### src/rtl/btn_cond_pkg.sv
// Shared types for the push-button conditioner: per-channel FSM states,
// the width of the encoded state and a helper that sizes saturating counters.
package btn_cond_pkg;

    localparam int BTN_ST_W = 2;

    typedef enum logic [BTN_ST_W-1:0] {
        ST_IDLE      = 2'd0,
        ST_ARMING    = 2'd1,
        ST_HELD      = 2'd2,
        ST_RELEASING = 2'd3
    } btn_state_e;

    // Bits needed to hold every value 0..max_count.
    function automatic int cnt_width(input int max_count);
        return (max_count < 1) ? 1 : $clog2(max_count + 1);
    endfunction

endpackage

### src/rtl/btn_debounce_ch.sv
// One push-button channel: 2-flop synchroniser, stability counter and
// press/release FSM. Optional auto-repeat while held is compiled in when
// BTN_COND_AUTOREPEAT_EN is defined.
//
// state        | meaning
// -------------+-----------------------------------------------------
// ST_IDLE      | accepted level 0, synchronised input agrees
// ST_ARMING    | accepted level 0, input reads 1, counting stability
// ST_HELD      | accepted level 1, input agrees (repeat timer runs)
// ST_RELEASING | accepted level 1, input reads 0, counting stability
module btn_debounce_ch
    import btn_cond_pkg::*;
#(
    parameter int DEBOUNCE_CYCLES = 500000
`ifdef BTN_COND_AUTOREPEAT_EN
    ,
    parameter int REPEAT_DELAY    = 25000000,
    parameter int REPEAT_PERIOD   = 5000000
`endif
) (
    input  logic clock,
    input  logic i_reset,
    input  logic i_enable,
    input  logic i_btn,
    output logic o_level,
    output logic o_press,
    output logic o_release
);

    localparam int               CNT_W    = cnt_width(DEBOUNCE_CYCLES);
    // The counter is accepted one step before it would read DEBOUNCE_CYCLES,
    // so it can never pass that value and never wraps.
    localparam logic [CNT_W-1:0] CNT_LAST = CNT_W'(DEBOUNCE_CYCLES - 1);

    logic [1:0]       sync_q;
    logic             sync;
    btn_state_e       state_q, state_d;
    logic [CNT_W-1:0] cnt_q, cnt_d;
    logic             level_q, level_d;
    logic             press_q, press_d;
    logic             release_q, release_d;

`ifdef BTN_COND_AUTOREPEAT_EN
    localparam int               RPT_W = cnt_width((REPEAT_DELAY > REPEAT_PERIOD) ?
                                                   REPEAT_DELAY : REPEAT_PERIOD);
    localparam logic [RPT_W-1:0] RPT_DELAY_LAST  = RPT_W'(REPEAT_DELAY - 1);
    localparam logic [RPT_W-1:0] RPT_PERIOD_LAST = RPT_W'(REPEAT_PERIOD - 1);

    logic [RPT_W-1:0] rpt_cnt_q, rpt_cnt_d;
    logic             rpt_started_q, rpt_started_d;
`endif

    assign sync = sync_q[1];

    // Bring the raw pin into the clock domain; keeps sampling while disabled.
    always_ff @(posedge clock or negedge i_reset) begin
        if (!i_reset) begin
            sync_q <= 2'b00;
        end else begin
            sync_q <= {sync_q[0], i_btn};
        end
    end

    // State, stability counter and registered outputs.
    always_ff @(posedge clock or negedge i_reset) begin
        if (!i_reset) begin
            state_q   <= ST_IDLE;
            cnt_q     <= '0;
            level_q   <= 1'b0;
            press_q   <= 1'b0;
            release_q <= 1'b0;
        end else begin
            state_q   <= state_d;
            cnt_q     <= cnt_d;
            level_q   <= level_d;
            press_q   <= press_d;
            release_q <= release_d;
        end
    end

`ifdef BTN_COND_AUTOREPEAT_EN
    // Auto-repeat timer: first pulse after REPEAT_DELAY, then every REPEAT_PERIOD.
    always_ff @(posedge clock or negedge i_reset) begin
        if (!i_reset) begin
            rpt_cnt_q     <= '0;
            rpt_started_q <= 1'b0;
        end else begin
            rpt_cnt_q     <= rpt_cnt_d;
            rpt_started_q <= rpt_started_d;
        end
    end
`endif

    // Next-state logic; a disabled channel freezes and emits no pulses.
    always_comb begin
        state_d   = state_q;
        cnt_d     = cnt_q;
        level_d   = level_q;
        press_d   = 1'b0;
        release_d = 1'b0;
`ifdef BTN_COND_AUTOREPEAT_EN
        rpt_cnt_d     = rpt_cnt_q;
        rpt_started_d = rpt_started_q;
`endif
        if (i_enable) begin
            case (state_q)
                ST_IDLE: begin
                    if (sync) begin
                        state_d = ST_ARMING;
                        cnt_d   = CNT_W'(1);
                    end
                end
                ST_ARMING: begin
                    if (!sync) begin
                        state_d = ST_IDLE;
                        cnt_d   = '0;
                    end else if (cnt_q >= CNT_LAST) begin
                        state_d = ST_HELD;
                        cnt_d   = '0;
                        level_d = 1'b1;
                        press_d = 1'b1;
                    end else begin
                        cnt_d = cnt_q + CNT_W'(1);
                    end
                end
                ST_HELD: begin
                    if (!sync) begin
                        state_d = ST_RELEASING;
                        cnt_d   = CNT_W'(1);
                    end
`ifdef BTN_COND_AUTOREPEAT_EN
                    else if (!rpt_started_q) begin
                        if (rpt_cnt_q >= RPT_DELAY_LAST) begin
                            press_d       = 1'b1;
                            rpt_cnt_d     = '0;
                            rpt_started_d = 1'b1;
                        end else begin
                            rpt_cnt_d = rpt_cnt_q + RPT_W'(1);
                        end
                    end else begin
                        if (rpt_cnt_q >= RPT_PERIOD_LAST) begin
                            press_d   = 1'b1;
                            rpt_cnt_d = '0;
                        end else begin
                            rpt_cnt_d = rpt_cnt_q + RPT_W'(1);
                        end
                    end
`endif
                end
                ST_RELEASING: begin
                    if (sync) begin
                        state_d = ST_HELD;
                        cnt_d   = '0;
                    end else if (cnt_q >= CNT_LAST) begin
                        state_d   = ST_IDLE;
                        cnt_d     = '0;
                        level_d   = 1'b0;
                        release_d = 1'b1;
                    end else begin
                        cnt_d = cnt_q + CNT_W'(1);
                    end
                end
                default: begin
                    state_d = ST_IDLE;
                    cnt_d   = '0;
                    level_d = 1'b0;
                end
            endcase
        end
`ifdef BTN_COND_AUTOREPEAT_EN
        // Any exit from HELD (including a bounce back into RELEASING) restarts the repeat delay.
        if (state_d != ST_HELD) begin
            rpt_cnt_d     = '0;
            rpt_started_d = 1'b0;
        end
`endif
    end

    assign o_level   = level_q;
    assign o_press   = press_q;
    assign o_release = release_q;

endmodule

### src/rtl/btn_conditioner.sv
// Board push-button conditioner: N_BTN independent debounced channels giving
// a clean level plus one-cycle press/release pulses. Define
// BTN_COND_AUTOREPEAT_EN to add auto-repeat press pulses while a button is held.
module btn_conditioner
    import btn_cond_pkg::*;
#(
    parameter int N_BTN           = 4,
    parameter int DEBOUNCE_CYCLES = 500000
`ifdef BTN_COND_AUTOREPEAT_EN
    ,
    parameter int REPEAT_DELAY    = 25000000,
    parameter int REPEAT_PERIOD   = 5000000
`endif
) (
    input  logic             clock,
    input  logic             i_reset,
    input  logic             i_enable,
    input  logic [N_BTN-1:0] i_btn,
    output logic [N_BTN-1:0] o_level,
    output logic [N_BTN-1:0] o_press,
    output logic [N_BTN-1:0] o_release
);

    // Channels share nothing but clock, reset and enable.
    for (genvar g = 0; g < N_BTN; g++) begin : g_ch
        btn_debounce_ch #(
            .DEBOUNCE_CYCLES (DEBOUNCE_CYCLES)
`ifdef BTN_COND_AUTOREPEAT_EN
            ,
            .REPEAT_DELAY    (REPEAT_DELAY),
            .REPEAT_PERIOD   (REPEAT_PERIOD)
`endif
        ) u_ch (
            .clock     (clock),
            .i_reset   (i_reset),
            .i_enable  (i_enable),
            .i_btn     (i_btn[g]),
            .o_level   (o_level[g]),
            .o_press   (o_press[g]),
            .o_release (o_release[g])
        );
    end

endmodule

### config.mk
export PLATFORM = sky130hd
export DESIGN_NAME = btn_conditioner
export DESIGN_NICKNAME = d
export VERILOG_FILES = /design/src/rtl/btn_cond_pkg.sv /design/src/rtl/btn_debounce_ch.sv /design/src/rtl/btn_conditioner.sv
export SDC_FILE = /design/constraint.sdc
export NUM_CORES = 1
export LEC_CHECK = 0
export BUFFER_PORTS_ARGS = -buffer_cell sky130_fd_sc_hd__buf_2
export CAP_MARGIN = 5
export CORE_UTILIZATION = 45
export DETAILED_ROUTE_END_ITERATION = 7
export HOLD_SLACK_MARGIN = 0.12
export SLEW_MARGIN = 30
export SYNTH_ARGS = -nofsm -noshare
export SYNTH_HDL_FRONTEND = slang
export SYNTH_SLANG_ARGS = --single-unit
export TNS_END_PERCENT = 5
### constraint.sdc
create_clock -name clock -period 2.9 [get_ports clock]
set_input_delay 0.29 -clock clock [delete_from_list [all_inputs] [get_ports clock]]
set_output_delay 0.29 -clock clock [all_outputs]
set_load 0.005 [all_outputs]
==> Word-level counts from Yosys, hierarchy flattened <==
Index checks and enable logic that the tools add are counted.
{ "word_totals": {"mem_bits_rw": 0, "inputBits": 7, "output_inout_bits": 12, "rom_bits": 0, "regBits": 104, "n_memories": 0, "latch_bits": 0} }
{ "op_classes": {"mux": 100, "magnitude_cmp": 4, "n_mul": 0, "n_reduce_logical": 20, "eq_ne": 44, "shift": 0, "addsub": 4, "n_bitwise": 0, "div": 0} }
{ "op_table": {"columns": ["operator", "n"], "rows": [
  ["2-to-1 mux 19 bit", 20],
  ["case mux 19 bit (4 select lines)", 4],
  ["adder 19 x 1 -> 19 bit (second input constant)", 4],
  [">= comparator 19 bit (second input constant)", 4],
  ["2-to-1 mux 2 bit", 24],
  ["2-to-1 mux 1 bit", 44],
  ["!= test 2 x 1 -> 1 bit (second input constant)", 16],
  ["case mux 2 bit (4 select lines)", 4],
  ["AND reduction 6 bit", 4],
  ["AND reduction 5 bit", 4],
  ["== test 2 bit (second input constant)", 8],
  ["!= test 2 bit (second input constant)", 8],
  ["!= test 3 x 1 -> 1 bit (second input constant)", 4],
  ["!= test 3 bit (second input constant)", 4],
  ["AND reduction 3 bit", 4],
  ["== test 2 x 1 -> 1 bit (second input constant)", 4],
  ["zero test 2 bit", 4],
  ["case mux 1 bit (2 select lines)", 4],
  ["nonzero test 2 bit", 4]
]} }

==> Longest topological paths before layout <==
{ "depth": {"ltp_word": 5, "ltp_mapped": 8, "ltp_nobuf": 7} }

==> Cells and area by module <==
A second synthesis with hierarchy kept.
{ "hier_totals": {"hier_cells": 617, "hier_area_um2": 5846.9} }
{ "modules_own_cells": {"columns": ["module", "cells_per_inst", "seq_area_each_um2", "area_each_um2", "instances"], "rows": [
  ["btn_debounce_ch (g_ch[1].u_ch ...)", 158, 650.6, 1512.7, 2],
  ["btn_debounce_ch (g_ch[0].u_ch)", 155, 650.6, 1432.6, 1],
  ["btn_debounce_ch (g_ch[3].u_ch)", 146, 650.6, 1388.8, 1]
]} }

==> Worst setup path after synthesis <==
OpenSTA, ideal clock, no wires.
{ "synth_path": {"path_kind": "register to register", "startpoint": "reg g_ch[1].u_ch.cnt_q[9]", "endpoint": "reg g_ch[1].u_ch.cnt_q[9]", "path_buffers": 1, "setup_slack_ns": 0.661, "stages_incl_launch_ff": 8, "t_arrival_ns": 2.111, "t_required_ns": 2.772, "setup_ns": 0.128, "path_cell_list": "dfrtp_1 or4_4 or4_4 o311ai_4 a21oi_4 buf_6 a31oi_1 o31ai_1"} }
{ "synth_via": {"elab_chain_cells": 4, "elab_cells_between_ends": 6} }
{ "synth_lines": {"columns": ["item", "line_no", "source"], "rows": [
  ["start: declaration", "btn_debounce_ch.sv:38", "logic [CNT_W-1:0] cnt_q, cnt_d;"],
  ["start signal: assignment", "btn_debounce_ch.sv:74", "cnt_q <= cnt_d;"],
  ["adder 19 x 1 -> 19 bit / >= comparator 19 bit (equally long branches)", null, null],
  ["2-to-1 mux 19 bit (*)", "btn_debounce_ch.sv:117, btn_debounce_ch.sv:154", null],
  ["2-to-1 mux 19 bit, on equally long branches", "btn_debounce_ch.sv:151, btn_debounce_ch.sv:114", null],
  ["case mux 19 bit (4 select lines) (*)", "btn_debounce_ch.sv:106", "case (state_q)"]
]} }
Every way passes the cells marked *; elsewhere a longest branch is shown, timed or not.
A chain may end at the register's enable or synchronous reset.

==> Final worst setup path <==
{ "layout_path": {"startpoint": "reg g_ch[2].u_ch.cnt_q[0]", "endpoint": "reg g_ch[2].u_ch.cnt_q[12]"} }
{ "layout_via": {"elab_chain_cells": 4, "elab_cells_between_ends": 6} }
{ "layout_lines": {"columns": ["item", "line_no"], "rows": [
  ["start: declaration", "btn_debounce_ch.sv:38"],
  ["start signal: assignment", "btn_debounce_ch.sv:74"],
  ["adder 19 x 1 -> 19 bit / >= comparator 19 bit (equally long branches)", null],
  ["2-to-1 mux 19 bit (*)", "btn_debounce_ch.sv:117, btn_debounce_ch.sv:154"],
  ["2-to-1 mux 19 bit, on equally long branches", "btn_debounce_ch.sv:151, btn_debounce_ch.sv:114"],
  ["case mux 19 bit (4 select lines) (*)", "btn_debounce_ch.sv:106"]
]} }
Marks and branches as above.

==> summary.md <==
| Metric | Value |
|---|---|
| Cell count after synthesis | between 500 and 600 |
| TritonCTS clock tree | yes |
| Layout Skew | between 10 and 15 ps |
| Startpoint Class | register |
| Synth Area in Compound Gates | 18.7% |
| Mux share of post-synthesis cell area | under 10% |
| Pwr Density | roughly 580 nW/µm² |
| Final period util | 90.1% |
| Largest family of logic cells by synthesized area | simple AND/OR/NAND/NOR gates |
| Via density | 5.91 |
| Router iterations before antenna repair | 5 |
| Initial antenna violation count | 1 |
| Largest net degree at the start of global routing | 64 |
| TNS Setup | 0 ps |
| Clk buf depth | 2 |
| Row count | 40 |
| Synth Area in Adders | less than 1% |
| Starting Density | a little under half |
| Clock latency on the worst-skew pair | approximately 350 ps |
| Simple-Gate Fraction of Synth Area | around 24% |
| Aggregate global-route resource usage | between 20% and 30% |
| Flops & latches, synth | ~100 |
| Worst-path cell chain | ha_1, and3_1, and4_1, and2_1, o41ai_2, buf_4, nand3_1, o31ai_1 |
| Normalized max-slew margin | approximately 47% |
| CP Class | register to register |
| Grt total ovfl | 0 |
| Global-route wire length before repair | about 20000 µm |
| Layout Cells excl Fill | about 760 |
| Synth unique cells | around 70 |
| Clock-pin slew on the worst setup and hold paths | around 70 ps |
| Ys Warns | 0 |
| Setup-failing EPs final | 0 |
| Total Wirelength | approximately 12000 µm |
| CTS Sinks | between 100 and 150 |
| Slowest CP cell | dfrtp_1 |
| Layout cells sized above 1 | 11.7% |
| CORE AREA | 12000 µm² |
| Fin area | between 6000 and 7000 µm² |
| Fin nets | about 620 |
| Vias | 4512 |
| Buf/Inv on CP | 1 |
| Synth async-reset ratio | 100% |
| Die W | around 110 µm |
| Number of global-route vias before repair | between 4k and 5k |
| Die Area | approximately 13000 µm² |
| Leak | around 2.7 nW |
| Detailed Place HPWL | 7820 µm |
| Slew @ Worst Pin | between 700 and 800 ps |
| Diode count | 0 |
| Number of enable flip-flop cells after synthesis | 0 |
| Die height | ~110 µm |
| Top FF cell, synth | dfrtp_1 |
| Final ANT Viol Nets | 0 |
| Top-Level Pins | 19 |
| CP arrival | around 2900 ps |
| Crit end category | register |
| Achievable Freq | roughly 380 MHz |
| Placed Cells | about 740 |
| Wire length per cell | approximately 15 µm |
| Syn nets | approximately 600 |
| RSZ-0062 raised after global routing | false |
| GPL Wtd Cong | between 0.8 and 0.9 |
| Max-Cap Viols | 0 |
| Syn avg cell area | about 9.3 µm² |
| Minimum clock period after layout | 2610 ps |
| Cell Area, Placed | roughly 5700 µm² |
| CP peak stage delay | ~430 ps |
| WP data required | roughly 3200 ps |
| Area delta synth->final | 10.1% |
| Tot Pwr | about 3.5 mW |
| H-Tree Depth | 3 |
| Initial drt markers | 284 |
| Worst ir drop on vdd | roughly 340 µV |
| Final slew viol count | 0 |
| Sequential element share of the synthesized area | between 40% and 50% |
| Post-CTS Setup Inserts | 0 |
| CP max FO | 14 |
| I/O Buffers | 18 |
| Post-route DRC | 0 |
| Mapped Area | between 5000 and 6000 µm² |
| Delay-heaviest family, CP | simple AND/OR/NAND/NOR gates |
| Num CTS Buffers | 9 |
| Clk root buf | clkbuf_16 |
| Final Hold Vio Count | 0 |
| Synth Area in XOR/XNOR | ~3% |
| Status | completed |
| Tightest Hold Check Type | primary input to register |
## cells by family after synthesis
logic type,count (synthesis)
muxes,11
xor gates and xnor gates,19
DFF,104
and+or+nand+nor,265
adders and majority gates,4
buffers and inverters,48
AOI/OAI and AO/OA,148
## state kept, by name, summed over array words and instances (netlist names), named ones only
| name | flops |
|---|---|
| g_ch.u_ch.cnt_q | 76 |
| g_ch.u_ch.sync_q | 8 |
| g_ch.u_ch.o_level | 4 |
| g_ch.u_ch.o_press | 4 |
| g_ch.u_ch.o_release | 4 |
| g_ch.u_ch.state_q | 4 |
## power by group
part	switching, mW	internal, mW
combinational	0.322	0.195
clock	0.544	0.803
sequential	0.136	1.54
total	1.00	2.54
## layer usage
| metal | GRT usage [%] | part of all wire [%] | vias to the layer above |
|---|---|---|---|
| met5 | 0 | 0 | - |
| met1 | 26.4 | 47 | 2203 |
| li1 | - | - | 2222 |
| met2 | 32.4 | 48 | 78 |
| met3 | 5.62 | 3.8 | 9 |
| met4 | 5.96 | 0.71 | 0 |
## synthesized netlist by cell type (4+ instances only)
library cell | count | area, µm²
and3_1 | 9 | 56.3
or2_2 | 6 | 37.5
a31oi_1 | 26 | 163
nor4_1 | 4 | 25.0
a21oi_1 | 27 | 135
buf_4 | 12 | 90.1
and2_1 | 5 | 31.3
or2b_1 | 4 | 30.0
mux2_2 | 5 | 56.3
nand4_1 | 13 | 81.3
nand2_1 | 76 | 285
o211ai_1 | 4 | 30.0
xnor2_1 | 8 | 70.1
nor3_1 | 17 | 85.1
o21ai_0 | 29 | 145
nor3b_1 | 9 | 67.6
inv_1 | 16 | 60.1
ha_1 | 4 | 50.1
nor2_1 | 47 | 176
nand3_1 | 44 | 220
nor2b_1 | 6 | 37.5
o31ai_1 | 7 | 52.6
mux2i_1 | 6 | 60.1
xor2_1 | 11 | 96.3
and4_1 | 6 | 52.6
o311ai_0 | 5 | 43.8
a41oi_1 | 4 | 35.0
dfrtp_1 | 104 | 2600
a22o_1 | 5 | 43.8
clkbuf_1 | 16 | 60.1
## placed cells by master, fill, tap and decap left out, types with 4 or more instances in the layout
| master | instances |
|---|---|
| nand4_1 | 13 |
| and4_1 | 6 |
| buf_4 | 12 |
| a31oi_1 | 26 |
| dlygate4sd3_1 | 5 |
| buf_2 | 17 |
| xnor2_1 | 8 |
| or2b_1 | 4 |
| nor2_1 | 47 |
| a22o_1 | 5 |
| o21ai_0 | 29 |
| o311ai_0 | 5 |
| xor2_1 | 11 |
| nand3_1 | 44 |
| a41oi_1 | 4 |
| or2_2 | 6 |
| and3_1 | 9 |
| nor3_1 | 17 |
| nand2_1 | 76 |
| mux2_2 | 5 |
| and2_1 | 5 |
| nor3b_1 | 9 |
| o211ai_1 | 4 |
| nor4_1 | 4 |
| clkbuf_16 | 9 |
| a21oi_1 | 27 |
| mux2i_1 | 6 |
| nor2b_1 | 6 |
| inv_1 | 16 |
| dfrtp_1 | 104 |
| ha_1 | 4 |
| o31ai_1 | 7 |
## worst paths after layout
kind / from / to / slack, ps / cells past startpoint
max in group asynchronous: i_reset / g_ch[0].u_ch.cnt_q[3] / 1530 / 3
max: g_ch[2].u_ch.cnt_q[0] / g_ch[2].u_ch.cnt_q[12] / 290 / 8
min reg2reg: g_ch[0].u_ch.sync_q[0] / g_ch[0].u_ch.sync_q[1] / 350 / 0
min in group asynchronous: i_reset / g_ch[2].u_ch.cnt_q[8] / 570 / 2
max reg2reg: g_ch[2].u_ch.cnt_q[0] / g_ch[2].u_ch.cnt_q[12] / 290 / 8
min: i_enable / g_ch[3].u_ch.state_q[0] / 320 / 2
## through the flow
step                setup slack (ps)  hold slack (ps)  util [%]
CTS                              290              294      51.0
global route                     129              334      51.0
floorplan                        661            -5.59         -
detailed placement               335              336      47.8
finish                           288              317      51.0
global placement                 384              334      47.8
## cell type report
cell class | instances | area (µm²)
flip-flops and latches | 104 | 2600
clock buffers | 11 | 253
clock inverters | 5 | 78.8
repair buffers | 34 | 225
multi-input cells | 447 | 2720
inverters | 16 | 60.1
well taps | 147 | 184
fillers | 1123 | 5890
## what timing repair did
item / CTS / global route
resized for setup: 0 / 0
endpoints found under the setup margin: 0 / 0
hold buffers: 5 / 0
endpoints found under the hold margin: 64 / 0
Note: power is estimated with default switching activity, not from simulation.
